`src/rtl/uart_frame_parser_pkg.sv`:
```
// Shared constants and FSM encoding for the UART frame parser.
// Error codes travel on err_code alongside the frame_err pulse.
package uart_frame_parser_pkg;

    localparam logic [7:0] SOF_DEFAULT = 8'hAA;

    localparam logic [1:0] ERR_NONE = 2'd0;
    localparam logic [1:0] ERR_CHK  = 2'd1;
    localparam logic [1:0] ERR_LEN  = 2'd2;
    localparam logic [1:0] ERR_TMO  = 2'd3;

    typedef enum logic [2:0] {
        ST_IDLE    = 3'd0,
        ST_ADDR    = 3'd1,
        ST_LEN     = 3'd2,
        ST_PAYLOAD = 3'd3,
        ST_CHK     = 3'd4
    } state_t;

endpackage

```
`src/rtl/uart_frame_parser_if.sv`:
```
// Bundle between the frame parser, its receive FIFO, the payload sink and status consumers.
// master = the parser, slave = everything around it.
interface uart_frame_parser_if;

    logic       rx_empty;
    logic [7:0] rx_data;
    logic       rx_rd;
    logic       pl_valid;
    logic [7:0] pl_data;
    logic       pl_ready;
    logic [7:0] frame_addr;
    logic [7:0] frame_len;
    logic       frame_done;
    logic       frame_err;
    logic [1:0] err_code;

    modport master (
        input  rx_empty, rx_data, pl_ready,
        output rx_rd, pl_valid, pl_data,
        output frame_addr, frame_len, frame_done, frame_err, err_code
    );

    modport slave (
        output rx_empty, rx_data, pl_ready,
        input  rx_rd, pl_valid, pl_data,
        input  frame_addr, frame_len, frame_done, frame_err, err_code
    );

endinterface

```
`src/rtl/uart_frame_parser.sv`:
```
// Pops bytes from a show-ahead receive FIFO and parses SOF/ADDR/LEN/payload/CHK frames,
// streaming payload straight through and flagging completion or abort with a one-cycle pulse.
module uart_frame_parser
    import uart_frame_parser_pkg::*;
#(
    parameter logic [7:0] SOF     = SOF_DEFAULT,
    parameter int         MAX_LEN = 16,
    parameter int         TIMEOUT = 1000,
    parameter int         TW      = 10
) (
    input logic                 clk,
    input logic                 reset,
    uart_frame_parser_if.master bus
);

    localparam logic [7:0]    MAX_LEN_B = 8'(MAX_LEN);
    localparam logic [TW-1:0] TMO_LAST  = TW'(TIMEOUT - 1);

    state_t        state, state_nxt;
    logic [7:0]    chk, chk_nxt;
    logic [7:0]    cnt, cnt_nxt;
    logic [7:0]    addr_q, addr_nxt;
    logic [7:0]    len_q, len_nxt;
    logic          done_q, done_nxt;
    logic          err_q, err_nxt;
    logic [1:0]    code_q, code_nxt;
    logic [TW-1:0] tmo;
    logic          pop, tmo_hit;
    logic [7:0]    b;

    // Payload is a zero-latency pass-through: a stalled sink simply holds the FIFO head.
    assign pop     = !bus.rx_empty && (state != ST_PAYLOAD || bus.pl_ready);
    assign b       = bus.rx_data;
    assign tmo_hit = (state != ST_IDLE) && !pop && (tmo == TMO_LAST);

    assign bus.rx_rd      = pop;
    assign bus.pl_valid   = (state == ST_PAYLOAD) && !bus.rx_empty;
    assign bus.pl_data    = bus.rx_data;
    assign bus.frame_addr = addr_q;
    assign bus.frame_len  = len_q;
    assign bus.frame_done = done_q;
    assign bus.frame_err  = err_q;
    assign bus.err_code   = code_q;

    always_ff @(posedge clk or negedge reset) begin
        if (!reset) begin
            state  <= ST_IDLE;
            chk    <= 8'h00;
            cnt    <= 8'h00;
            addr_q <= 8'h00;
            len_q  <= 8'h00;
            done_q <= 1'b0;
            err_q  <= 1'b0;
            code_q <= ERR_NONE;
        end else begin
            state  <= state_nxt;
            chk    <= chk_nxt;
            cnt    <= cnt_nxt;
            addr_q <= addr_nxt;
            len_q  <= len_nxt;
            done_q <= done_nxt;
            err_q  <= err_nxt;
            code_q <= code_nxt;
        end
    end

    // Counts idle/stalled cycles inside a frame; any pop restarts the window.
    always_ff @(posedge clk or negedge reset) begin
        if (!reset)
            tmo <= '0;
        else if (pop || state == ST_IDLE)
            tmo <= '0;
        else
            tmo <= tmo + TW'(1);
    end

    always_comb begin
        state_nxt = state;
        chk_nxt   = chk;
        cnt_nxt   = cnt;
        addr_nxt  = addr_q;
        len_nxt   = len_q;
        done_nxt  = 1'b0;
        err_nxt   = 1'b0;
        code_nxt  = code_q;
        if (pop) begin
            unique case (state)
                ST_IDLE: begin
                    if (b == SOF) state_nxt = ST_ADDR;
                end
                ST_ADDR: begin
                    addr_nxt  = b;
                    chk_nxt   = b;
                    state_nxt = ST_LEN;
                end
                ST_LEN: begin
                    if (b > MAX_LEN_B) begin
                        err_nxt   = 1'b1;
                        code_nxt  = ERR_LEN;
                        state_nxt = ST_IDLE;
                    end else begin
                        len_nxt   = b;
                        chk_nxt   = chk ^ b;
                        cnt_nxt   = b;
                        state_nxt = (b == 8'h00) ? ST_CHK : ST_PAYLOAD;
                    end
                end
                ST_PAYLOAD: begin
                    chk_nxt = chk ^ b;
                    cnt_nxt = cnt - 8'd1;
                    if (cnt == 8'd1) state_nxt = ST_CHK;
                end
                ST_CHK: begin
                    if (b == chk) begin
                        done_nxt = 1'b1;
                    end else begin
                        err_nxt  = 1'b1;
                        code_nxt = ERR_CHK;
                    end
                    state_nxt = ST_IDLE;
                end
                default: state_nxt = ST_IDLE;
            endcase
        end else if (tmo_hit) begin
            err_nxt   = 1'b1;
            code_nxt  = ERR_TMO;
            state_nxt = ST_IDLE;
        end
    end

endmodule
```
`src/flat_wrapper.sv`:
```
// flat-port wrapper written by rule: the top's interface ports become plain ports
module uart_frame_parser_flat import uart_frame_parser_pkg::*;
#(
    parameter logic [7:0] SOF     = SOF_DEFAULT,
    parameter int         MAX_LEN = 16,
    parameter int         TIMEOUT = 1000,
    parameter int         TW      = 10
)
  (clk, reset, bus_rx_empty, bus_rx_data, bus_pl_ready, bus_rx_rd, bus_pl_valid, bus_pl_data, bus_frame_addr, bus_frame_len, bus_frame_done, bus_frame_err, bus_err_code);
  uart_frame_parser_if bus_i ();
  input logic clk;
  input logic reset;
  input wire logic [$bits(bus_i.rx_empty)-1:0] bus_rx_empty;
  input wire logic [$bits(bus_i.rx_data)-1:0] bus_rx_data;
  input wire logic [$bits(bus_i.pl_ready)-1:0] bus_pl_ready;
  output wire logic [$bits(bus_i.rx_rd)-1:0] bus_rx_rd;
  output wire logic [$bits(bus_i.pl_valid)-1:0] bus_pl_valid;
  output wire logic [$bits(bus_i.pl_data)-1:0] bus_pl_data;
  output wire logic [$bits(bus_i.frame_addr)-1:0] bus_frame_addr;
  output wire logic [$bits(bus_i.frame_len)-1:0] bus_frame_len;
  output wire logic [$bits(bus_i.frame_done)-1:0] bus_frame_done;
  output wire logic [$bits(bus_i.frame_err)-1:0] bus_frame_err;
  output wire logic [$bits(bus_i.err_code)-1:0] bus_err_code;
  assign bus_i.rx_empty = bus_rx_empty;
  assign bus_i.rx_data = bus_rx_data;
  assign bus_i.pl_ready = bus_pl_ready;
  assign bus_rx_rd = bus_i.rx_rd;
  assign bus_pl_valid = bus_i.pl_valid;
  assign bus_pl_data = bus_i.pl_data;
  assign bus_frame_addr = bus_i.frame_addr;
  assign bus_frame_len = bus_i.frame_len;
  assign bus_frame_done = bus_i.frame_done;
  assign bus_frame_err = bus_i.frame_err;
  assign bus_err_code = bus_i.err_code;
  uart_frame_parser #(.SOF(SOF), .MAX_LEN(MAX_LEN), .TIMEOUT(TIMEOUT), .TW(TW)) u_core (.clk(clk), .reset(reset), .bus(bus_i));
endmodule
```
`config.mk`:
```
export PLATFORM = sky130hd
export DESIGN_NAME = uart_frame_parser_flat
export DESIGN_NICKNAME = d
export VERILOG_FILES = /design/src/rtl/uart_frame_parser_pkg.sv /design/src/rtl/uart_frame_parser_if.sv /design/src/rtl/uart_frame_parser.sv /design/src/flat_wrapper.sv
export SDC_FILE = /design/constraint.sdc
export NUM_CORES = 1
export LEC_CHECK = 0
export BUFFER_PORTS_ARGS = -buffer_cell sky130_fd_sc_hd__buf_2
export CELL_PAD_IN_SITES_DETAIL_PLACEMENT = 0
export CELL_PAD_IN_SITES_GLOBAL_PLACEMENT = 1
export CORE_MARGIN = 2
export CORE_UTILIZATION = 45
export DETAILED_ROUTE_END_ITERATION = 8
export GPL_TIMING_DRIVEN = 0
export PLACE_DENSITY_LB_ADDON = 0.1
export SLEW_MARGIN = 20
export SYNTH_ARGS = -nofsm -noshare
export SYNTH_HDL_FRONTEND = slang
export SYNTH_SLANG_ARGS = --single-unit
```
`constraint.sdc`:
```
create_clock -name clk -period 6.15 [get_ports clk]
set_clock_uncertainty 0.1 [all_clocks]
set_input_delay 0.3075 -clock clk [delete_from_list [all_inputs] [get_ports clk]]
set_output_delay 0.3075 -clock clk [all_outputs]
set_load 0.05 [all_outputs]
```
* Word-level counts from Yosys, hierarchy flattened
Index checks and enable logic that the tools add are counted.
** Storage, ports and cells
- Bits in registers :: 49
- Input bits :: 12
- Output and inout port bits :: 30
- Logic and storage cells :: 74
** Operators by class
- Add/subtract/negate cells :: 2
- Magnitude comparators :: 1
- Eq/ne operators :: 15
- Mux-type cells :: 25
- Bitwise logic cells :: 2
- Reductions and logical operators :: 20
** Operator list (count)
- $pmux W8 S3 :: 1
- $mux W3 :: 6
- $mux W8 :: 2
- $pmux W8 S2 :: 1
- $ne A3 B3 Y1 const B :: 5
- $pmux W3 S4 :: 1
- $reduce_and A3 Y1 :: 4
- $add A10 B1 Y10 const B :: 1
- $eq A10 B10 Y1 const B :: 1
- $mux W10 :: 1
- $eq A8 B1 Y1 const B :: 1
- $eq A8 B8 Y1 :: 1
- $eq A8 B8 Y1 const B :: 1
- $gt A8 B5 Y1 const B :: 1
- $logic_not A8 Y1 :: 1
- $mux W2 :: 4
- $sub A8 B1 Y8 const B :: 1
- $xor A8 B8 Y8 :: 1
- $mux W1 :: 7
- $eq A3 B2 Y1 const B :: 2
- $reduce_bool A3 Y1 :: 2
- $logic_and A1 B1 Y1 :: 4
- $pmux W2 S2 :: 1
- $reduce_and A4 Y1 :: 1
- other kinds (11) :: 14

* Depth between registers and ports, before layout
Gate-level depths: netlist of the first run.
- Word-level depth :: 8
- Depth in mapped cells :: 7
- Gate-level depth less buffers :: 6

* Least setup slack after synthesis of the first run
Ideal clock, no wire load.
- Path kind :: flip-flop to flip-flop
- Start point :: register u_core.state[1]
- End point :: register u_core.state[0]
- Library setup time :: 0.125 ns
- Arrival :: 2.035 ns
- Required time :: 5.925 ns
- Path slack :: 3.890 ns
- Stages on the path, launching flop included :: 6
- Buffers on the path :: 1
- Period minus slack after synthesis :: 2.260 ns
- Cells stage by stage :: dfrtp_1 clkbuf_1 nor2b_1 a21oi_1 a21oi_1 mux2_2
** Between the ends
- Cells in the longest elaborated chain, start to end :: 8
- Elaborated cells on any way between the ends :: 17
- Those cells by class :: eq/ne (6); mux (2); reduce/logical (9)
** RTL lines
- start: declaration :: line uart_frame_parser.sv:19 : state_t state, state_nxt;
- start signal: assignment :: line uart_frame_parser.sv:56 : state <= state_nxt;
- $ne A3 B2 Y1 (*) :: line uart_frame_parser.sv:32 : assign pop = !bus.rx_empty && (state != ST_PAYLOAD || bus.pl_ready);
- $logic_or A1 B1 Y1 (*) :: line uart_frame_parser.sv:32
- $logic_and A1 B1 Y1 (*) :: line uart_frame_parser.sv:32
- via bus_rx_rd :: line flat_wrapper.sv:16 : output wire logic [$bits(bus_i.rx_rd)-1:0] bus_rx_rd;
- $logic_not A1 Y1 :: line uart_frame_parser.sv:34 : assign tmo_hit = (state != ST_IDLE) && !pop && (tmo == TMO_LAST);
- $logic_and A1 B1 Y1 (2 in a row) :: line uart_frame_parser.sv:34
- $reduce_bool A2 Y1 (no line)
- $reduce_and A3 Y1 (no line)
The timed path passes the listed nets; every way through them passes the cells marked *.
A chain may end at the register's enable or synchronous reset.

* Worst setup path in the final report of the first run
- Start point :: register u_core.state[1]
- End point :: register u_core.addr_q[3] (netlist: u_core.bus.frame_addr[3])
** Between the ends
- Cells in the longest elaborated chain, start to end :: 4
- Elaborated cells on any way between the ends :: 5
- Those cells by class :: eq/ne (2); reduce/logical (3)
** RTL lines
- $ne A3 B2 Y1 :: line uart_frame_parser.sv:32
- $logic_or A1 B1 Y1 :: line uart_frame_parser.sv:32
- $logic_and A1 B1 Y1 :: line uart_frame_parser.sv:32
- $reduce_and A2 Y1 (no line) (*)
- end signal: assignment :: line uart_frame_parser.sv:59 : addr_q <= addr_nxt;
- end: declaration :: line uart_frame_parser.sv:22 : logic [7:0] addr_q, addr_nxt;
Mark *: on every way between the ends. The rest lies on a longest branch, timed or not.

==> impl_metrics.csv, run 1 <==
group,metric,value,unit
status,status,"completed",
place,io_buffers,33,
global_route,grt.total_usage,19.1,%
finish,syn_to_final_growth,14.8,%
clock_network,clk_pin_slew,0.09,ns
power_and_ir_drop,p_clk_share,18.3,%
clock_network,cts.sinks,49,
clock_network,tritoncts,"yes",
synth,synth_xor_area_share,4.67,%
place,dp_cells,368,
finish,layout_common_cells,"49 x dfrtp_1, 35 x buf_2, 23 x o21ai_0",
setup_path,critPathMaxStageDelay,0.61,ns
global_route,grt_pass1_vias,1917,
finish,final_net_count,319,
run,drv_cap,0,
setup_path,crit_fanout,10,
synth,ys_types,46,
finish,layoutNonFillerInstCount,377,
clock_network,numCtsBuffers,5,
setup_path,critPathCaptureType,"flop",
hold_path,min-delay-start,"bus_rx_data[1]",
power_and_ir_drop,p_sw_share,43.0,%
setup_path,crit_arrival,2.64,ns
power_and_ir_drop,peakVddDrop,0.258,mV
detailed_routing,drc,0,
sta,min_period,2.54,ns
clock_network,cts.repair.resized,0,
detailed_routing,dr.pass1.iters,4,
floorplanning,rows,27,
synth,syn_area_per_cell,9.99,µm²
sta,final-hold-violation-count,0,
setup_path,cpMostUsedCell,"clkbuf_1",
detailed_routing,dr.first_iter.drc_count,73,
detailed_routing,avgViaCountPerCell,5.40,
power_and_ir_drop,leakagePower,1.35,nW
sta,drv_slew,0,
clock_network,cts_buffer_depth,2,
floorplanning,initial_core_util,47.1,%
global_route,grt_max_degree,50,
floorplanning,dieArea,6470,µm²
detailed_routing,ant_nets,0,
power_and_ir_drop,p_sw,0.000577,W
detailed_routing,routed-via-count,2037,
setup_path,start_kind,"flop",
detailed_routing,avgRoutedWirePerCell,15.1,µm
setup_path,crit_chain,"clkbuf_1, nand2b_1, nor3_1, clkbuf_1, mux2_2",
global_route,grt_overflow,0,
place,place.gp.congestion,0.788,
sta,timing.final.crit_share,41.3,%
floorplanning,die_w,80.4,µm
synth,netlist_area,2630,µm²
synth,ys_ff_latch,49,
synth,synthMuxAreaShare,6.43,%
sta,clock.fmax,393,MHz
setup_path,required,6.25,ns
setup_path,crit-reg2reg-launch,"u_core.state[1]$_DFFE_PN0P_",
setup_path,cpMaxStageDelayCell,"nor3_1",
setup_path,setup.worst_path.start,"u_core.state[1]$_DFFE_PN0P_",
power_and_ir_drop,powerDensity,445,nW/µm²
global_route,grt_pass1_wl,9430,µm
clock_network,root_buffer,"clkbuf_8",
finish,layout_commonest_cell,"dfrtp_1",
floorplanning,num_io_pins,42,
synth,yosys_warnings,0,
synth,syn_nets,278,
synth,synth-compound-area-share,14.5,%
hold_path,hold_path.class,"in2reg",
sta,relSlewSlack,35.4,%
synth,synth-adder-area-share,1.43,%
power_and_ir_drop,p_comb_share,43.1,%
sta,grt_setup_unrepaired,"false",
global_route,antenna_found_initial,0,
setup_path,crit_type,"reg2reg",
clock_network,htreeDepth,2,
floorplanning,coreArea,5570,µm²
power_and_ir_drop,p_seq_share,38.6,%
finish,antenna_cells,0,
synth,yosysSeqAreaShare,46.7,%
sta,worst_pin_slew,0.945,ns
synth,yosys.area_share.simple,20.2,%
clock_network,clkLatencyLatePin,0.31,ns
sta,setup_viol,0,
synth,synth_top_family_by_area,"simple AND/OR/NAND/NOR gates",
finish,drive_gt1_share,24.6,%
floorplanning,die_h,80.4,µm
place,hpwl,3980,µm
synth,synthCells,263,
detailed_routing,routed_wl,5680,µm
power_and_ir_drop,power.internal,0.000765,W
power_and_ir_drop,power,0.00134,W
sta,timing.setup.tns,0,ns
[critical path, delay by kind of cell (launching register included)]
kind / cells / cell delay (ns)
and+or+nand+nor: 2 / 0.81
buffers and inverters: 2 / 0.75
DFF: 1 / 0.37
muxes: 1 / 0.40
[power by group through the flow]
stage	Sequential, W	Clock [W]	Combinational, W
floorplan	0.000674	0	0.000292
global placement	0.000520	0	0.000575
detailed placement	0.000524	0	0.000581
CTS	0.000518	0.000251	0.000584
global route	0.000537	0.000267	0.000631
finish	0.000518	0.000246	0.000578
[sequential cells by signal, summed over array words and instances, names as in the netlist]
name and flops:
u_core.bus.err_code 2, u_core.bus.frame_addr 8, u_core.bus.frame_len 8, u_core.bus.frame_done 1, u_core.tmo 10, u_core.bus.frame_err 1, u_core.state 3, u_core.cnt 8
u_core.chk 8
[routing by layer]
layer	GRT usage (%)	vias to the layer above	share of wire [%]
li1	-	1012	-
met1	26.0	970	48
met2	30.3	49	46
met3	4.38	6	5.2
met4	5.76	0	1.1
met5	0	-	0
[kinds of logic after synthesis]
family	Yosys count
compound gates	60
xor+xnor	14
fa+ha+maj	3
buf+inv	30
flops	49
mux	15
simple gates	92
[timing repair]
item | in CTS | in global routing
endpoints found under the hold margin | 49 | 0
setup endpoints to repair | 0 | 0
hold buffers | 1 | 0
buffers inserted | 0 | 0
[through the flow]
step / hold slack, ns / util, % / area (µm²) / setup WS (ns)
global placement: 0.363 / 51.7 / 2880 / 3.63
global route: 0.185 / 54.1 / 3020 / 3.38
floorplan: -0.0881 / - / 2630 / 3.89
CTS: 0.179 / 54.1 / 3020 / 3.62
finish: 0.183 / 54.1 / 3020 / 3.61
detailed placement: 0.280 / 51.8 / 2890 / 3.63
[final timing paths]
check | slack [ns] | end | cells after the start
min in group asynchronous | 0.46 | u_core.chk[5]$_DFFE_PN0P_ | 2
setup / recovery | 3.61 | u_core.bus.frame_addr[3]$_DFFE_PN0P_ | 5
hold reg to reg | 0.39 | u_core.tmo[0]$_DFF_PN0_ | 1
max in group asynchronous | 5.06 | u_core.tmo[3]$_DFF_PN0_ | 2
setup reg to reg | 3.61 | u_core.bus.frame_addr[3]$_DFFE_PN0P_ | 5
hold / removal | 0.18 | u_core.bus.frame_len[1]$_DFFE_PN0P_ | 2
[layout make-up]
cell class	instances	area, µm²
multi-input combinational	184	1240
fill	518	2560
timing repair buffer	34	178
buffer	25	143
clock buffer	6	82.6
clock inverter	2	37.5
inverter	5	18.8
sequential	49	1230
tap	72	90.1
[cells in the mapped netlist (all sizes together)]
cell / number / area share, %
nand3: 8 / 1.7
or3: 6 / 1.4
nor4b: 2 / 0.67
a211oi: 1 / 0.29
nor3b: 10 / 2.9
nand4b: 1 / 0.33
a21oi: 14 / 2.7
a31oi: 8 / 1.9
clkbuf: 10 / 1.4
a2bb2oi: 3 / 1.0
buf: 15 / 4.0
a2111oi: 4 / 2.0
nand3b: 1 / 0.29
and3: 4 / 0.95
nand4: 1 / 0.24
nand2: 11 / 1.6
and2: 5 / 1.2
xnor2: 2 / 0.67
nor3: 6 / 1.1
mux2: 15 / 6.4
nand2b: 9 / 2.1
o21ai: 24 / 4.7
and4b: 1 / 0.38
or2b: 1 / 0.29
o22ai: 1 / 0.24
o21a: 1 / 0.29
nor2b: 5 / 1.2
xor2: 12 / 4.0
or4: 2 / 0.71
dfrtp: 49 / 47
a211o: 1 / 0.33
inv: 5 / 0.71
a21boi: 1 / 0.29
a22o: 2 / 0.71
nor4: 4 / 0.95
nor2: 15 / 2.1
ha: 3 / 1.4
Note: power is estimated with default switching activity, not from simulation.
==> inputs of run 2 (changes only) <==
--- a/config.mk
+++ b/config.mk
@@ -9,7 +9,7 @@
 export CELL_PAD_IN_SITES_DETAIL_PLACEMENT = 0
 export CELL_PAD_IN_SITES_GLOBAL_PLACEMENT = 1
 export CORE_MARGIN = 2
-export CORE_UTILIZATION = 45
+export CORE_UTILIZATION = 39
 export DETAILED_ROUTE_END_ITERATION = 8
 export GPL_TIMING_DRIVEN = 0
 export PLACE_DENSITY_LB_ADDON = 0.1
==> constraint.sdc (replaced) <==
create_clock -name clk -period 2.3 [get_ports clk]
set_clock_uncertainty 0.1 [all_clocks]
set_input_delay 0.115 -clock clk [delete_from_list [all_inputs] [get_ports clk]]
set_output_delay 0.115 -clock clk [all_outputs]
set_load 0.05 [all_outputs]
==> run 2 against run 1 <==
  * Sequential share of layout area about the same
  * Combinational power rose to 2.6 times the previous value
  * Non-clock buffer count rose by 1
  * Largest cell class unchanged
  * Largest power group unchanged
==> impl_metrics.csv, run 2 (synthesis gave the netlist of run 1 again) <==
group,metric,value,unit
status,status,"completed",
power_and_ir_drop,peakVddDrop,0.600,mV
power_and_ir_drop,power.internal,0.00191,W
finish,drive_gt1_share,26.5,%
finish,syn_to_final_growth,14.9,%
clock_network,post_cts_buffers,0,
detailed_routing,routed_wl,5680,µm
clock_network,clk_pin_slew,0.09,ns
hold_path,min-delay-start,"bus_rx_data[1]",
detailed_routing,avgViaCountPerCell,5.26,
sta,final-hold-violation-count,0,
clock_network,cts_buffer_depth,2,
sta,min_period,2.06,ns
setup_path,r2r_setup_slack,0.28,ns
detailed_routing,drc,0,
global_route,grt_pass1_vias,1870,
finish,largest_reg_flops,10,
sta,setup_viol,0,
setup_path,crit-reg2reg-launch,"u_core.state[2]$_DFFE_PN0P_",
global_route,grt_overflow,0,
global_route,grt.total_usage,16.5,%
sta,grt_setup_unrepaired,"false",
floorplanning,num_io_pins,42,
clock_network,htreeDepth,2,
detailed_routing,routed-via-count,2015,
place,io_buffers,33,
finish,multi_input_area,1250,µm²
finish,n_fill_cell,644,
sta,worst_slack,0.245,ns
place,hpwl,4030,µm
power_and_ir_drop,p_sw,0.00153,W
detailed_routing,dr.first_iter.drc_count,69,
place,place.gp.congestion,0.748,
setup_path,critPathCaptureType,"output port",
sta,drv_slew,0,
detailed_routing,ant_nets,0,
detailed_routing,avgRoutedWirePerCell,14.8,µm
hold_path,hold_path.class,"in2reg",
clock_network,clkLatencyLatePin,0.30,ns
floorplanning,coreArea,6420,µm²
clock_network,root_buffer,"clkbuf_8",
global_route,antenna_found_initial,0,
power_and_ir_drop,p_sw_share,44.5,%
finish,largest_register,"u_core.tmo",
sta,timing.final.crit_share,89.4,%
power_and_ir_drop,powerDensity,1140,nW/µm²
hold_path,hold_path_end,"u_core.cnt[1]$_DFFE_PN0P_",
finish,layout_commonest_cell,"dfrtp_1",
sta,worst_pin_slew,0.624,ns
power_and_ir_drop,p_clk_share,14.6,%
hold_path,holdPathStages,3,
power_and_ir_drop,leakagePower,1.36,nW
run,drv_cap,0,
setup_path,crit_arrival,1.84,ns
finish,antenna_cells,0,
place,placed_area,2890,µm²
setup_path,r2r-end,"u_core.chk[7]$_DFFE_PN0P_",
detailed_routing,dr.pass1.iters,4,
setup_path,start_kind,"flop",
clock_network,numCtsBuffers,5,
floorplanning,dieArea,7410,µm²
floorplanning,die_w,86.1,µm
finish,layout_common_cells,"48 x dfrtp_1, 35 x buf_2, 23 x o21ai_0",
global_route,grt_max_degree,50,
setup_path,required,2.09,ns
sta,clock.fmax,487,MHz
floorplanning,initial_core_util,40.9,%
global_route,grt_pass1_wl,9620,µm
setup_path,rr_worst_depth,6,
power_and_ir_drop,p_comb_share,44.7,%
sta,hold_ws,0.0437,ns
power_and_ir_drop,p_seq_share,40.8,%
place,place_ws,-0.277,ns
floorplanning,rows,29,
clock_network,tritoncts,"yes",
finish,final_net_count,320,
finish,fin_area,3020,µm²
sta,relSlewSlack,58.4,%
setup_path,crit_type,"reg2out",
setup_path,crit_fanout,10,
clock_network,cts.sinks,49,
floorplanning,die_h,86.1,µm
finish,ff_latch_area,1230,µm²
## run 2: cell count changes in the layout (fill, tap and decap cells not counted), sizes merged
cell / before / now
bufinv: 1 / 0
clkbuf: 16 / 15
clkinv: 0 / 2
clkinvlp: 1 / 0
dlygate4sd3: 1 / 3
## run 2: worst max-delay path by stage
stage / to / from / depth (start not counted) / slack, ns
after global routing: bus_pl_valid / u_core.state[2]$_DFFE_PN0P_ / 5 / 0.05
after global placement: u_core.bus.frame_addr[1]$_DFFE_PN0P_ / u_core.state[1]$_DFFE_PN0P_ / 5 / -0.31
after detailed placement: u_core.bus.frame_addr[2]$_DFFE_PN0P_ / u_core.state[1]$_DFFE_PN0P_ / 5 / -0.28
after floorplan: u_core.state[0]$_DFFE_PN0P_ / u_core.state[1]$_DFFE_PN0P_ / 5 / 0.04
final: bus_pl_valid / u_core.state[2]$_DFFE_PN0P_ / 5 / 0.24
after CTS: u_core.bus.frame_addr[6]$_DFFE_PN0P_ / u_core.state[1]$_DFFE_PN0P_ / 4 / 0.05
## run 2: routing by layer
metal,share of wire (%),GRT usage (%),up-vias
met5,0,0,-
met2,45,23.7,43
met3,4.9,3.95,6
li1,-,-,1013
met4,0.95,4.18,0
met1,49,24.9,953
## run 2: layout make-up
type                            count  share of cell area (%)
Multi-Input combinational cell    184                    41.5
Sequential cell                    49                    40.7
Timing Repair Buffer               36                    6.55
Buffer                             24                    4.72
Tap cell                           77                    3.19
Clock buffer                        6                    2.40
Inverter                            5                   0.622
Clock inverter                      2                   0.332
## run 2: repair_timing
action                                  4_1_cts  5_1_grt
hold endpoints to repair                     51        0
pin swaps                                     0        0
endpoints found under the setup margin       14       16
hold buffers                                  3        0
resized for setup                             3        7
## run 2: critical path: stages (launching register included)
cell and delay, ns:
dfrtp_1 0.49, nor2b_2 0.22, nand2_1 0.15, clkbuf_1 0.26, nor2_1 0.14, buf_2 0.27
## run 2: power groups by stage
stage / combinational, W / sequential (W) / clock [W]
after floorplan: 0.000782 / 0.00180 / 0
after global placement: 0.00155 / 0.00139 / 0
after detailed placement: 0.00155 / 0.00140 / 0
after CTS: 0.00154 / 0.00140 / 0.000519
after global routing: 0.00168 / 0.00146 / 0.000551
final: 0.00153 / 0.00140 / 0.000501
## run 2: through the flow
stage               util [%]  power, W  setup TNS, ns  std cells
floorplan                  -   0.00258              0        263
global placement        45.0   0.00294          -3.53        373
detailed placement      45.0   0.00295          -3.25        373
CTS                     46.8   0.00346              0        383
global route            47.0   0.00369              0        383
finish                  47.0   0.00344              0        383
==> inputs of run 3 (changes only) <==
--- a/config.mk
+++ b/config.mk
@@ -13,6 +13,7 @@
 export DETAILED_ROUTE_END_ITERATION = 8
 export GPL_TIMING_DRIVEN = 0
 export PLACE_DENSITY_LB_ADDON = 0.1
+export RECOVER_POWER = 100
 export SLEW_MARGIN = 20
 export SYNTH_ARGS = -nofsm -noshare
 export SYNTH_HDL_FRONTEND = slang
==> run 3 against run 2 <==
  * First-iteration DRC count is 5.8% lower
  * Utilization decreased by 0.74 points
  * Flip-flop and latch count did not move
  * Final cell count did not move
  * Largest cell class unchanged
  * Highest routed layer unchanged
==> impl_metrics.csv, run 3 (synthesis gave the netlist of run 1 again) <==
group,metric,value,unit
detailed_routing,dr.first_iter.drc_count,65,
sta,worst_pin_slew,1.22,ns
sta,min_period,2.11,ns
finish,layoutNonFillerInstCount,383,
detailed_routing,avgViaCountPerCell,5.23,
power_and_ir_drop,p_sw_share,45.0,%
finish,antenna_cells,0,
setup_path,r2r-end,"u_core.chk[0]$_DFFE_PN0P_",
detailed_routing,ant_nets,0,
status,status,"completed",
finish,final_util,46.3,%
finish,layout_common_cells,"48 x dfrtp_1, 36 x clkbuf_1, 23 x o21ai_0",
clock_network,cts_buffer_depth,2,
clock_network,root_buffer,"clkbuf_8",
setup_path,crit_fanout,10,
sta,grt_setup_unrepaired,"false",
sta,drv_slew,0,
detailed_routing,routed-via-count,2005,
global_route,grt_pass1_vias,1870,
global_route,grt_max_degree,50,
power_and_ir_drop,leakagePower,1.26,nW
hold_path,hold_path.class,"in2reg",
sta,hold_ws,0.0430,ns
place,dp_cells,373,
sta,setup_viol,0,
setup_path,rr_worst_depth,6,
sta,relSlewSlack,18.8,%
place,hpwl,4030,µm
sta,final-hold-violation-count,0,
finish,largest_register,"u_core.tmo",
clock_network,tritoncts,"yes",
global_route,antenna_found_initial,0,
global_route,grt_pass1_wl,9620,µm
clock_network,numCtsBuffers,5,
floorplanning,die_w,86.1,µm
setup_path,critPathCaptureType,"flop",
hold_path,hold_path_end,"u_core.cnt[1]$_DFFE_PN0P_",
hold_path,holdPathStages,3,
power_and_ir_drop,power.internal,0.00187,W
setup_path,crit_arrival,2.21,ns
clock_network,cts.sinks,49,
power_and_ir_drop,peakVddDrop,0.588,mV
setup_path,required,2.39,ns
power_and_ir_drop,p_seq_share,41.4,%
floorplanning,die_h,86.1,µm
detailed_routing,avgRoutedWirePerCell,14.8,µm
finish,largest_reg_flops,10,
floorplanning,initial_core_util,40.9,%
place,io_buffers,33,
floorplanning,coreArea,6420,µm²
floorplanning,rows,29,
clock_network,clkLatencyLatePin,0.30,ns
finish,drive_gt1_share,16.3,%
place,placed_area,2890,µm²
detailed_routing,dr.pass1.iters,4,
hold_path,min-delay-start,"bus_rx_data[1]",
finish,fin_area,2970,µm²
place,place.gp.congestion,0.748,
setup_path,crit_type,"in2reg",
power_and_ir_drop,powerDensity,1140,nW/µm²
power_and_ir_drop,p_sw,0.00153,W
sta,clock.fmax,473,MHz
finish,layout_commonest_cell,"dfrtp_1",
floorplanning,num_io_pins,42,
power_and_ir_drop,p_clk_share,14.7,%
run,drv_cap,0,
global_route,grt_overflow,0,
clock_network,clk_pin_slew,0.09,ns
sta,timing.final.crit_share,91.8,%
global_route,grt.total_usage,16.5,%
floorplanning,dieArea,7410,µm²
power_and_ir_drop,p_comb_share,44.0,%
detailed_routing,routed_wl,5660,µm
detailed_routing,drc,0,
finish,final_net_count,320,
finish,syn_to_final_growth,13.1,%
setup_path,r2r_setup_slack,0.23,ns
setup_path,crit-reg2reg-launch,"u_core.state[2]$_DFFE_PN0P_",
setup_path,start_kind,"primary input",
clock_network,htreeDepth,2,
==> run 3: layout make-up <==
type | instances | area (µm²)
Multi-Input combinational cell | 184 | 1240
Buffer | 24 | 143
Clock inverter | 2 | 10.0
Inverter | 5 | 18.8
Sequential cell | 49 | 1230
Timing Repair Buffer | 36 | 159
Fill cell | 651 | 3450
Tap cell | 77 | 96.3
Clock buffer | 6 | 72.6
==> run 3: layer usage <==
| layer | GRT usage [%] | share of wire [%] | vias to the layer above |
|---|---|---|---|
| met5 | 0 | 0 | - |
| met2 | 23.7 | 44 | 35 |
| met1 | 24.9 | 50 | 953 |
| li1 | - | - | 1011 |
| met4 | 4.18 | 0.94 | 0 |
| met3 | 3.95 | 4.5 | 6 |
==> run 3: power by group through the flow <==
stage | Clock, W | Sequential (W) | Combinational (W)
2_1_floorplan | 0 | 0.00180 | 0.000782
3_3_place_gp | 0 | 0.00139 | 0.00155
3_5_place_dp | 0 | 0.00140 | 0.00155
4_1_cts | 0.000519 | 0.00140 | 0.00154
5_1_grt | 0.000551 | 0.00146 | 0.00163
6_report | 0.000498 | 0.00141 | 0.00149
==> run 3: worst max path at each step <==
| stage | endpoint | cells past startpoint | slack, ns | startpoint |
|---|---|---|---|---|
| final | u_core.bus.frame_len[0]$_DFFE_PN0P_ | 5 | 0.19 | bus_rx_data[2] |
| after global routing | bus_pl_valid | 5 | 0.05 | u_core.state[2]$_DFFE_PN0P_ |
| after CTS | u_core.bus.frame_addr[6]$_DFFE_PN0P_ | 4 | 0.05 | u_core.state[1]$_DFFE_PN0P_ |
| after detailed placement | u_core.bus.frame_addr[2]$_DFFE_PN0P_ | 5 | -0.28 | u_core.state[1]$_DFFE_PN0P_ |
| after global placement | u_core.bus.frame_addr[1]$_DFFE_PN0P_ | 5 | -0.31 | u_core.state[1]$_DFFE_PN0P_ |
| after floorplan | u_core.state[0]$_DFFE_PN0P_ | 5 | 0.04 | u_core.state[1]$_DFFE_PN0P_ |
==> run 3: worst max-delay path: stages <==
cell,delay (ns)
clkbuf_1,0.21
or4_1,0.55
a2111oi_4,0.53
nand3_1,0.41
mux2_2,0.39
==> run 3: repair_timing <==
| action | 4_1_cts | 5_1_grt |
|---|---|---|
| endpoints found under the hold margin | 51 | 0 |
| endpoints found under the setup margin | 14 | 16 |
| hold buffers | 3 | 0 |
| pin swaps | 0 | 0 |
| resized for setup | 3 | 7 |
| buffers inserted | 0 | 0 |
==> run 3: stage by stage <==
step                      setup WS [ns]  TNS, ns  total power [W]
after detailed placement         -0.277    -3.25          0.00295
after CTS                        0.0465        0          0.00346
final                             0.188        0          0.00340
after global routing             0.0520        0          0.00364
after floorplan                  0.0405        0          0.00258
after global placement           -0.307    -3.53          0.00294
